<file path="src/rtl/cpack_9002_pkg.sv">
// Shared constants, types and helpers for the cpack_9002 ADC channel packer.
// Optional build macro CPACK_9002_FLUSH_EN is consumed by the top, not here.
package cpack_9002_pkg;

    localparam int NUM_LANES = 4;
    localparam int LANE_W    = 16;
    localparam int OUT_W     = NUM_LANES * LANE_W;
    localparam int HOLD_SLOTS = 7;

    // Lane positions on the concatenated ADC bus
    localparam int LANE_Q0 = 0;
    localparam int LANE_I0 = 1;
    localparam int LANE_Q1 = 2;
    localparam int LANE_I1 = 3;

    typedef logic [2:0]                          fill_t;
    typedef logic [LANE_W-1:0]                   sample_t;
    typedef logic [NUM_LANES-1:0][LANE_W-1:0]    lanes_t;

    function automatic fill_t popcount4(input logic [NUM_LANES-1:0] bits);
        fill_t cnt;
        cnt = '0;
        for (int i = 0; i < NUM_LANES; i++) begin
            cnt = cnt + fill_t'(bits[i]);
        end
        return cnt;
    endfunction

endpackage

</file>
<file path="src/rtl/cpack_9002_gather.sv">
// Combinational compaction of the enabled ADC lanes into a dense slot vector
// (lowest enabled lane in slot 0) plus the number of enabled lanes.
module cpack_9002_gather
    import cpack_9002_pkg::*;
(
    input  logic [OUT_W-1:0]     data,
    input  logic [NUM_LANES-1:0] enable,
    output lanes_t               slots,
    output fill_t                count
);

    always_comb begin
        fill_t idx;
        slots = '0;
        idx   = '0;
        for (int i = LANE_Q0; i <= LANE_I1; i++) begin
            if (enable[i]) begin
                slots[idx[1:0]] = data[i*LANE_W +: LANE_W];
                idx = idx + 3'd1;
            end
        end
    end

    assign count = popcount4(enable);

endmodule

</file>
<file path="src/rtl/cpack_9002.sv">
// ADC-side channel packer: packs enabled lanes into dense 64-bit DMA words.
// Define CPACK_9002_FLUSH_EN to emit zero-padded partial words on enable change.
module cpack_9002 #(
    parameter int NUM_LANES = 4,
    parameter int LANE_W    = 16,
    parameter int OUT_W     = 64
) (
    input  logic                 adc_clk,
    input  logic                 adc_resetn,
    input  logic [OUT_W-1:0]     adc_data,
    input  logic [NUM_LANES-1:0] adc_enable,
    input  logic [NUM_LANES-1:0] adc_valid,
    output logic [OUT_W-1:0]     packed_data,
    output logic                 packed_valid,
    output logic                 packed_sync,
    output logic                 partial_drop
);
    import cpack_9002_pkg::*;

    generate
        if (NUM_LANES != 4 || LANE_W != 16 || OUT_W != NUM_LANES * LANE_W) begin : g_bad_cfg
            $error("cpack_9002 supports only NUM_LANES=4, LANE_W=16, OUT_W=64");
        end
    endgenerate

    logic [NUM_LANES-1:0] enable_q_reg;
    fill_t                fill_reg;
    logic                 sync_pending_reg;
    sample_t              hold_reg [HOLD_SLOTS];
    logic [OUT_W-1:0]     packed_data_reg;
    logic                 packed_valid_reg;
    logic                 packed_sync_reg;

    lanes_t  gath_slots;
    fill_t   gath_count;
    fill_t   fill_sum;
    sample_t merged [HOLD_SLOTS];
    logic    enable_change;
    logic    beat;
    logic    word_done;

    cpack_9002_gather u_gather (
        .data   (adc_data),
        .enable (adc_enable),
        .slots  (gath_slots),
        .count  (gath_count)
    );

    assign enable_change = (adc_enable != enable_q_reg);
    assign beat          = (|(adc_valid & adc_enable)) && !enable_change;
    assign fill_sum      = fill_reg + gath_count;
    assign word_done     = fill_sum[2];

    // New samples land at slots fill..fill+N-1; everything else keeps held data
    genvar gi;
    generate
        for (gi = 0; gi < HOLD_SLOTS; gi++) begin : g_merge
            localparam fill_t SLOT = fill_t'(gi);
            logic [1:0] rel;
            assign rel = SLOT[1:0] - fill_reg[1:0];
            assign merged[gi] = (SLOT >= fill_reg && SLOT < fill_sum) ? gath_slots[rel] : hold_reg[gi];
        end
    endgenerate

`ifdef CPACK_9002_FLUSH_EN
    logic [OUT_W-1:0] flush_word;
    generate
        for (gi = 0; gi < NUM_LANES; gi++) begin : g_flush
            localparam fill_t SLOT = fill_t'(gi);
            assign flush_word[gi*LANE_W +: LANE_W] = (SLOT < fill_reg) ? hold_reg[gi] : '0;
        end
    endgenerate
`else
    logic partial_drop_reg;
`endif

    always_ff @(posedge adc_clk) begin
        if (!adc_resetn) begin
            enable_q_reg     <= '0;
            fill_reg         <= '0;
            sync_pending_reg <= 1'b1;
            packed_data_reg  <= '0;
            packed_valid_reg <= 1'b0;
            packed_sync_reg  <= 1'b0;
            for (int i = 0; i < HOLD_SLOTS; i++) begin
                hold_reg[i] <= '0;
            end
`ifndef CPACK_9002_FLUSH_EN
            partial_drop_reg <= 1'b0;
`endif
        end else begin
            enable_q_reg     <= adc_enable;
            packed_valid_reg <= 1'b0;
            packed_sync_reg  <= 1'b0;
`ifndef CPACK_9002_FLUSH_EN
            partial_drop_reg <= 1'b0;
`endif
            if (enable_change) begin
                // Lane mapping changed: the held partial word no longer lines up
                fill_reg         <= '0;
                sync_pending_reg <= 1'b1;
`ifdef CPACK_9002_FLUSH_EN
                if (fill_reg != '0) begin
                    packed_data_reg  <= flush_word;
                    packed_valid_reg <= 1'b1;
                    packed_sync_reg  <= sync_pending_reg;
                end
`else
                partial_drop_reg <= (fill_reg != '0);
`endif
            end else if (beat) begin
                if (word_done) begin
                    packed_data_reg  <= {merged[3], merged[2], merged[1], merged[0]};
                    packed_valid_reg <= 1'b1;
                    packed_sync_reg  <= sync_pending_reg;
                    sync_pending_reg <= 1'b0;
                    hold_reg[0]      <= merged[4];
                    hold_reg[1]      <= merged[5];
                    hold_reg[2]      <= merged[6];
                    for (int i = 3; i < HOLD_SLOTS; i++) begin
                        hold_reg[i] <= '0;
                    end
                    fill_reg <= {1'b0, fill_sum[1:0]};
                end else begin
                    for (int i = 0; i < HOLD_SLOTS; i++) begin
                        hold_reg[i] <= merged[i];
                    end
                    fill_reg <= fill_sum;
                end
            end
        end
    end

    assign packed_data  = packed_data_reg;
    assign packed_valid = packed_valid_reg;
    assign packed_sync  = packed_sync_reg;
`ifdef CPACK_9002_FLUSH_EN
    assign partial_drop = 1'b0;
`else
    assign partial_drop = partial_drop_reg;
`endif

endmodule

</file>
<file path="config.mk">
export PLATFORM = sky130hd
export DESIGN_NAME = cpack_9002
export DESIGN_NICKNAME = d
export VERILOG_FILES = /design/src/rtl/cpack_9002_pkg.sv /design/src/rtl/cpack_9002_gather.sv /design/src/rtl/cpack_9002.sv
export SDC_FILE = /design/constraint.sdc
export NUM_CORES = 1
export LEC_CHECK = 0
export CELL_PAD_IN_SITES_DETAIL_PLACEMENT = 0
export CELL_PAD_IN_SITES_GLOBAL_PLACEMENT = 1
export CORE_MARGIN = 5
export CORE_UTILIZATION = 38
export DETAILED_ROUTE_END_ITERATION = 10
export GPL_TIMING_DRIVEN = 0
export PLACE_DENSITY = 0.75
export SYNTH_ARGS = -nofsm -noshare
export SYNTH_HDL_FRONTEND = slang
export SYNTH_SLANG_ARGS = --single-unit
export TNS_END_PERCENT = 50
</file>
<file path="constraint.sdc">
create_clock -name adc_clk -period 5.25 [get_ports adc_clk]
set_input_delay 1.575 -clock adc_clk [delete_from_list [all_inputs] [get_ports adc_clk]]
set_output_delay 1.575 -clock adc_clk [all_outputs]
set_load 0.02 [all_outputs]
</file>
==> impl_metrics.ini, run 1 <==
[pwr]
intPower_uw = 2520
p_seq_frac = 0.379
power_frac_comb = 0.274
swShare = 0.342
power.switching_uw = 1310
p_leak_uw = 0.00505
irDropWorstVdd_mv = 0.153
power_density_nw_per_um2 = 272
p_total_uw = 3820
clkPwrFrac = 0.347

[sta]
hold_violations = 0
min_period_ns = 5.12
tightest_slew_ns = 0.892
period_share = 0.975
setup_tns_ns = 0
max_clock_freq_ghz = 0.195
fin_skew_ns = 0.0129
maxSlewViolCount = 0
slew_headroom = 0.406
setup-violations-final = 0

[global_routing]
grt_max_degree = 33
antenna_found_initial = 0
grt_pass1_wl_um = 76400
grt_pass1_vias = 11600
overflow = 0
grt_usage = 0.306

[hold_path]
hp-class = reg2reg
hp-start = sync_pending_reg
hold_path_depth = 1
holdPathEnd = sync_pending_reg

[clock_tree]
cts_made_buffers = 17
cts_hold_buf = 0
clockRootBuffer = clkbuf_16
clkSlewWorstSetupHoldPaths_ns = 0.07
clock_latency_ns = 0.45
cts_sinks = 170
clock_path_buffers = 2
cts_htree_levels = 4
cts_tree = built

[detailed_routing]
ant_nets = 0
wl_um = 52100
drc = 0
drt_iter0_drc = 1820
via_per_inst = 6.58
num_vias = 12300
wire_per_inst_um = 28.0
drtPass1Iterations = 8

[job]
drv_cap = 0

[critical_path]
r2r_start = fill_reg[0]
cp_max_fo = 10
reg2reg_depth = 14
critPathKind = in2reg
arrival_ns = 5.29
regToRegSetupSlack_ns = 0.70
r2r_end = hold_reg[2][11]
endpoint_kind = register
startpoint_type = input port
cp.required_ns = 5.42

[cells_and_area]
instances_no_fill = 1864
final_core_util = 0.488
drive_gt1_frac = 0.147
n_antenna_cell = 0
nNetsFinal = 1552
design_area_um2 = 14000
n_fill_cell = 2784
largest_reg_flops = 96
synthToLayoutAreaGrowth_pct = 26.6

[synth]
syn_nets = 1374
ys_seq_area_frac = 0.379
synth_edf_count = 80
syn_inst = 1289
yosysWarnings = 0
synth_seq_cells = 170
syn_area_per_cell_um2 = 8.61
syn-cell-area_um2 = 11100
synth_top_area_frac = 0.216
ys_types = 91
synthTopCellsByArea = edfxtp_1, dfxtp_1, o21ai_0
yosys.area.top_type = edfxtp_1
synthArstFlopShare = 0
ys.flop_type = dfxtp_1

[place]
dp_hpwl_um = 39800
post_dp_cell_area_um2 = 13100
routabilityCongestion = 1.03
io_buffers = 140
dpl.cell_count = 1815

[die]
dieArea_um2 = 32700
start_util = 0.386
io_pins = 141
chipHeight_um = 181
core_area_um2 = 28800
row_count = 62
die_w_um = 181

[outcome]
status = finished, final reports clean
==> worst max-delay path, stage by stage <==
cell and delay [ns]:
clkbuf_2 0.12, buf_6 0.10, clkbuf_8 0.15, inv_1 0.08, ha_4 0.29, buf_6 0.13
clkbuf_8 0.16, inv_1 0.08, fa_1 0.48, inv_1 0.04, ha_1 0.18, fa_2 0.61
buf_8 0.17, nand2_4 0.13, a21o_1 0.25, clkbuf_4 0.22, buf_4 0.20, a21oi_1 0.15
o221ai_1 0.15
==> cell type report <==
cell class | instances | area (um2) | area share
timing repair buffer | 162 | 1550 | 0.110
inverter | 26 | 100 | 0.00713
clock inverter | 6 | 43.8 | 0.00312
clock buffer | 26 | 564 | 0.0402
tap | 384 | 480 | 0.0342
sequential | 170 | 4200 | 0.299
multi-input combinational | 976 | 6440 | 0.458
buffer | 114 | 668 | 0.0476
==> Yosys cell counts (26+ instances only) <==
library cell    n
nand2_1       131
o21ai_0       101
nor2_1         93
dfxtp_1        90
a21oi_1        80
edfxtp_1       80
clkbuf_1       49
a22oi_1        42
buf_2          41
a31oi_1        38
a211oi_1       33
a22o_1         33
and2_1         32
nand3_1        29
o22ai_1        28
a2bb2oi_1      27
and3_1         26
==> metrics by stage <==
stage          hold slack, ns  setup WS, ns
6_report                0.451         0.130
5_1_grt                 0.467      -0.00423
4_1_cts                 0.452       0.00980
3_5_place_dp            0.437         -1.74
3_3_place_gp            0.429         -1.72
2_1_floorplan           0.418        0.0159
==> power by group through the flow <==
stage	combinational [uW]	sequential, uW	clock [uW]
after global placement	918	1480	0
final	1050	1450	1330
after global routing	1090	1450	1380
after detailed placement	919	1480	0
after floorplan	532	1470	0
after CTS	1000	1450	1330
==> layer usage <==
metal,track usage,vias up,share of wire
li1,-,5350,-
met1,0.430,5979,0.43
met2,0.467,801,0.43
met3,0.0650,126,0.10
met4,0.108,0,0.040
met5,0,-,0
==> worst max path at each step <==
| stage | start | to | slack, ns |
|---|---|---|---|
| after CTS | adc_enable[0] | hold_reg[0][4] | 0.01 |
| after floorplan | adc_enable[0] | hold_reg[0][4] | 0.02 |
| final | adc_enable[0] | hold_reg[2][11] | 0.13 |
| after detailed placement | adc_enable[1] | hold_reg[0][15] | -1.74 |
| after global placement | adc_enable[1] | hold_reg[0][15] | -1.72 |
| after global routing | adc_enable[0] | hold_reg[0][4] | -0.004 |
==> what timing repair did <==
| action | CTS | global route |
|---|---|---|
| pin swaps | 11 | 7 |
| endpoints found under the setup margin | 162 | 107 |
| cloned | 1 | 0 |
| gates resized for setup | 74 | 13 |
| buffers inserted | 18 | 1 |
==> cells by family after synthesis <==
| group | share of synthesized area |
|---|---|
| AO/OA/AOI/OAI | 0.359 |
| AND/OR/NAND/NOR | 0.177 |
| flip-flops | 0.379 |
| buffers and inverters | 0.0600 |
| adder cells (fa/ha/maj) | 0.0138 |
| XOR/XNOR | 0.00688 |
| multiplexers | 0.00451 |
==> layout by cell type (no fill, tap or decap), types with 11 or more instances in the layout <==
cell and n:
clkbuf_2 12, o221ai_1 12, dfxtp_1 90, buf_4 32, a31oi_1 38, and3_1 26
o21ai_1 25, buf_2 38, o221a_2 16, a32oi_1 11, nor3_1 19, edfxtp_1 80
nand3b_1 16, clkbuf_1 33, inv_1 19, and2_1 32, a2bb2oi_1 27, a21o_1 14
nor2_1 84, o22ai_1 27, nand2_1 124, a22oi_1 42, a22o_1 33, clkdlybuf4s50_1 138
a21oi_1 79, nand3_1 27, a211oi_1 32, clkbuf_16 21, o21ai_0 95
(Power assumes the default switching activity.)
==> run 2, diff against run 1 <==
Settings changed: CORE_UTILIZATION 38 to 40, PLACE_DENSITY 0.75 to 0.76, SYNTH_HIERARCHICAL from default to 1.
==> impl_metrics.ini, run 2 <==
[cells_and_area]
n_antenna_cell = 0
nNetsFinal = 1324
instances_no_fill = 1629
final_core_util = 0.494
final_cell_mix = clkdlybuf4s50_1, a21oi_1, dfxtp_1
final_common_cell = clkdlybuf4s50_1
design_area_um2 = 13700
drive_gt1_frac = 0.181
synthToLayoutAreaGrowth_pct = 22.6
n_fill_cell = 2659
largest_reg_flops = 96

[synth]
syn_nets = 1163
ys_seq_area_frac = 0.377
synthXorXnorAreaFrac = 0.00606
yosysWarnings = 6
synth_edf_count = 80
ys_types = 51
synthTopCellsByArea = edfxtp_1, dfxtp_1, mux4_2
synth_top_area_frac = 0.216
synth.top_cells.by_count = a21oi_1, dfxtp_1, edfxtp_1
synth_mux_area_frac = 0.205
synthArstFlopShare = 0
synth_fa_ha_area_frac = 0.0148
synth-compound-area-share = 0.214
syn_area_per_cell_um2 = 10.3
yosys.area.top_type = edfxtp_1
ys.flop_type = dfxtp_1
synth_top_family_by_area = compound AO/OA/AOI/OAI gates
syn-cell-area_um2 = 11100
synth_most_common_cell = a21oi_1
syn_inst = 1077
yosys.area_share.simple = 0.122
synth_seq_cells = 170

[place]
dp_slack_ns = -1.55
routabilityCongestion = 0.907
dp_hpwl_um = 29100
io_buffers = 139
post_dp_cell_area_um2 = 13000
dpl.cell_count = 1595

[sta]
min_period_ns = 5.01
maxSlewViolCount = 0
fin_ws_ns = 0.245
setup-violations-final = 0
max_clock_freq_ghz = 0.200
period_share = 0.953
slew_headroom = 0.432
hold_violations = 0
tightest_slew_ns = 0.851
rsz0062_at_grt = false
fin_skew_ns = 0.0128

[clock_tree]
cts_made_buffers = 17
clkSlewWorstSetupHoldPaths_ns = 0.07
cts_tree = built
cts_hold_buf = 0
clock_path_buffers = 2
cts_htree_levels = 4
clock_latency_ns = 0.45
cts_sinks = 170
clockRootBuffer = clkbuf_16

[pwr]
p_leak_uw = 0.00516
irDropWorstVdd_mv = 0.213
power_density_nw_per_um2 = 256

[detailed_routing]
wire_per_inst_um = 22.2
ant_nets = 0
via_per_inst = 5.86
wl_um = 36100
drc = 0
drtPass1Iterations = 7
drt_iter0_drc = 878
num_vias = 9550

[global_routing]
grt_pass1_wl_um = 56400
antenna_found_initial = 0
overflow = 0
grt_usage = 0.232
grt_pass1_vias = 9497
grt_max_degree = 19

[outcome]
status = finished, final reports clean

[critical_path]
critPathKind = in2reg
endpoint_kind = register
arrival_ns = 5.18
cp.required_ns = 5.42
startpoint_type = input port
slowest_stage = fa_1
cp_max_fo = 13
path_cells = clkbuf_2, clkbuf_2, inv_1, fa_1, inv_1, ha_1, ha_1, fa_2, xnor2_4, buf_4, buf_4, mux2_2, o22ai_1, nor3_1
cpPeakStageDelay_ns = 0.55

[die]
dieArea_um2 = 31300
io_pins = 141
chipHeight_um = 177
row_count = 61
core_area_um2 = 27600
start_util = 0.403
die_w_um = 177

[job]
drv_cap = 0

[hold_path]
hp-class = reg2reg
-- run 2: path summary, 6_finish.rpt --
check | start | endpoint | slack, ns | cells past startpoint
worst max-delay path | adc_enable[0] | hold_reg[1][13] | 0.24 | 14
worst min-delay path | packed_data[57] | packed_data[57] | 0.47 | 2
worst max register to register | fill_reg[1] | hold_reg[2][2] | 1.72 | 10
worst min register to register | packed_data[57] | packed_data[57] | 0.47 | 2
-- run 2: power by group --
part	switching (uW)	leakage, uW	internal, uW
registers	23.5	0.00156	1430
clock network	569	0.000279	636
logic	501	0.00333	333
-- run 2: critical path, delay by kind of cell --
| family | cells | cell delay, ns |
|---|---|---|
| adder cells (fa/ha/maj) | 4 | 1.50 |
| AO/OA/AOI/OAI | 1 | 0.14 |
| buffers and inverters | 6 | 1.22 |
| multiplexers | 1 | 0.35 |
| XOR/XNOR | 1 | 0.31 |
| AND/OR/NAND/NOR | 1 | 0.07 |
-- run 2: final cells by class --
class	count	area [um2]	area share
Buffer	116	598	0.0438
Clock buffer	20	448	0.0328
Clock inverter	12	108	0.00788
Inverter	24	90.1	0.00659
Multi-Input combinational cell	766	6300	0.461
Sequential cell	170	4200	0.308
Tap cell	378	473	0.0346
Timing Repair Buffer	143	1440	0.105
-- run 2: kinds of logic (layout without fill, tap and decap cells) --
logic type	Yosys count	after routing
AOI/OAI and AO/OA	354	354
and+or+nand+nor	250	250
xor gates and xnor gates	6	6
DFF	170	170
adders and majority gates	12	12
muxes	144	144
buffers and inverters	141	315
-- run 2: stage by stage --
stage | power (uW) | TNS, ns | hold slack [ns]
finish | 3490 | 0 | 0.473
global route | 3640 | 0 | 0.494
CTS | 3490 | 0 | 0.479
detailed placement | 2290 | -192.29 | 0.468
global placement | 2280 | -190.80 | 0.466
floorplan | 2000 | 0 | 0.418
-- run 2: what timing repair did --
item,in CTS,in global routing
pin swaps,2,0
setup buffers,3,0
setup endpoints to repair,157,115
hold endpoints to repair,0,0
gates resized for setup,14,5
-- run 2: routing by layer --
layer	global-route usage	up-vias	share of wire
met3	0.0331	52	0.068
met1	0.316	4532	0.43
met4	0.0803	0	0.028
met2	0.380	449	0.47
met5	0	-	0
li1	-	4517	-
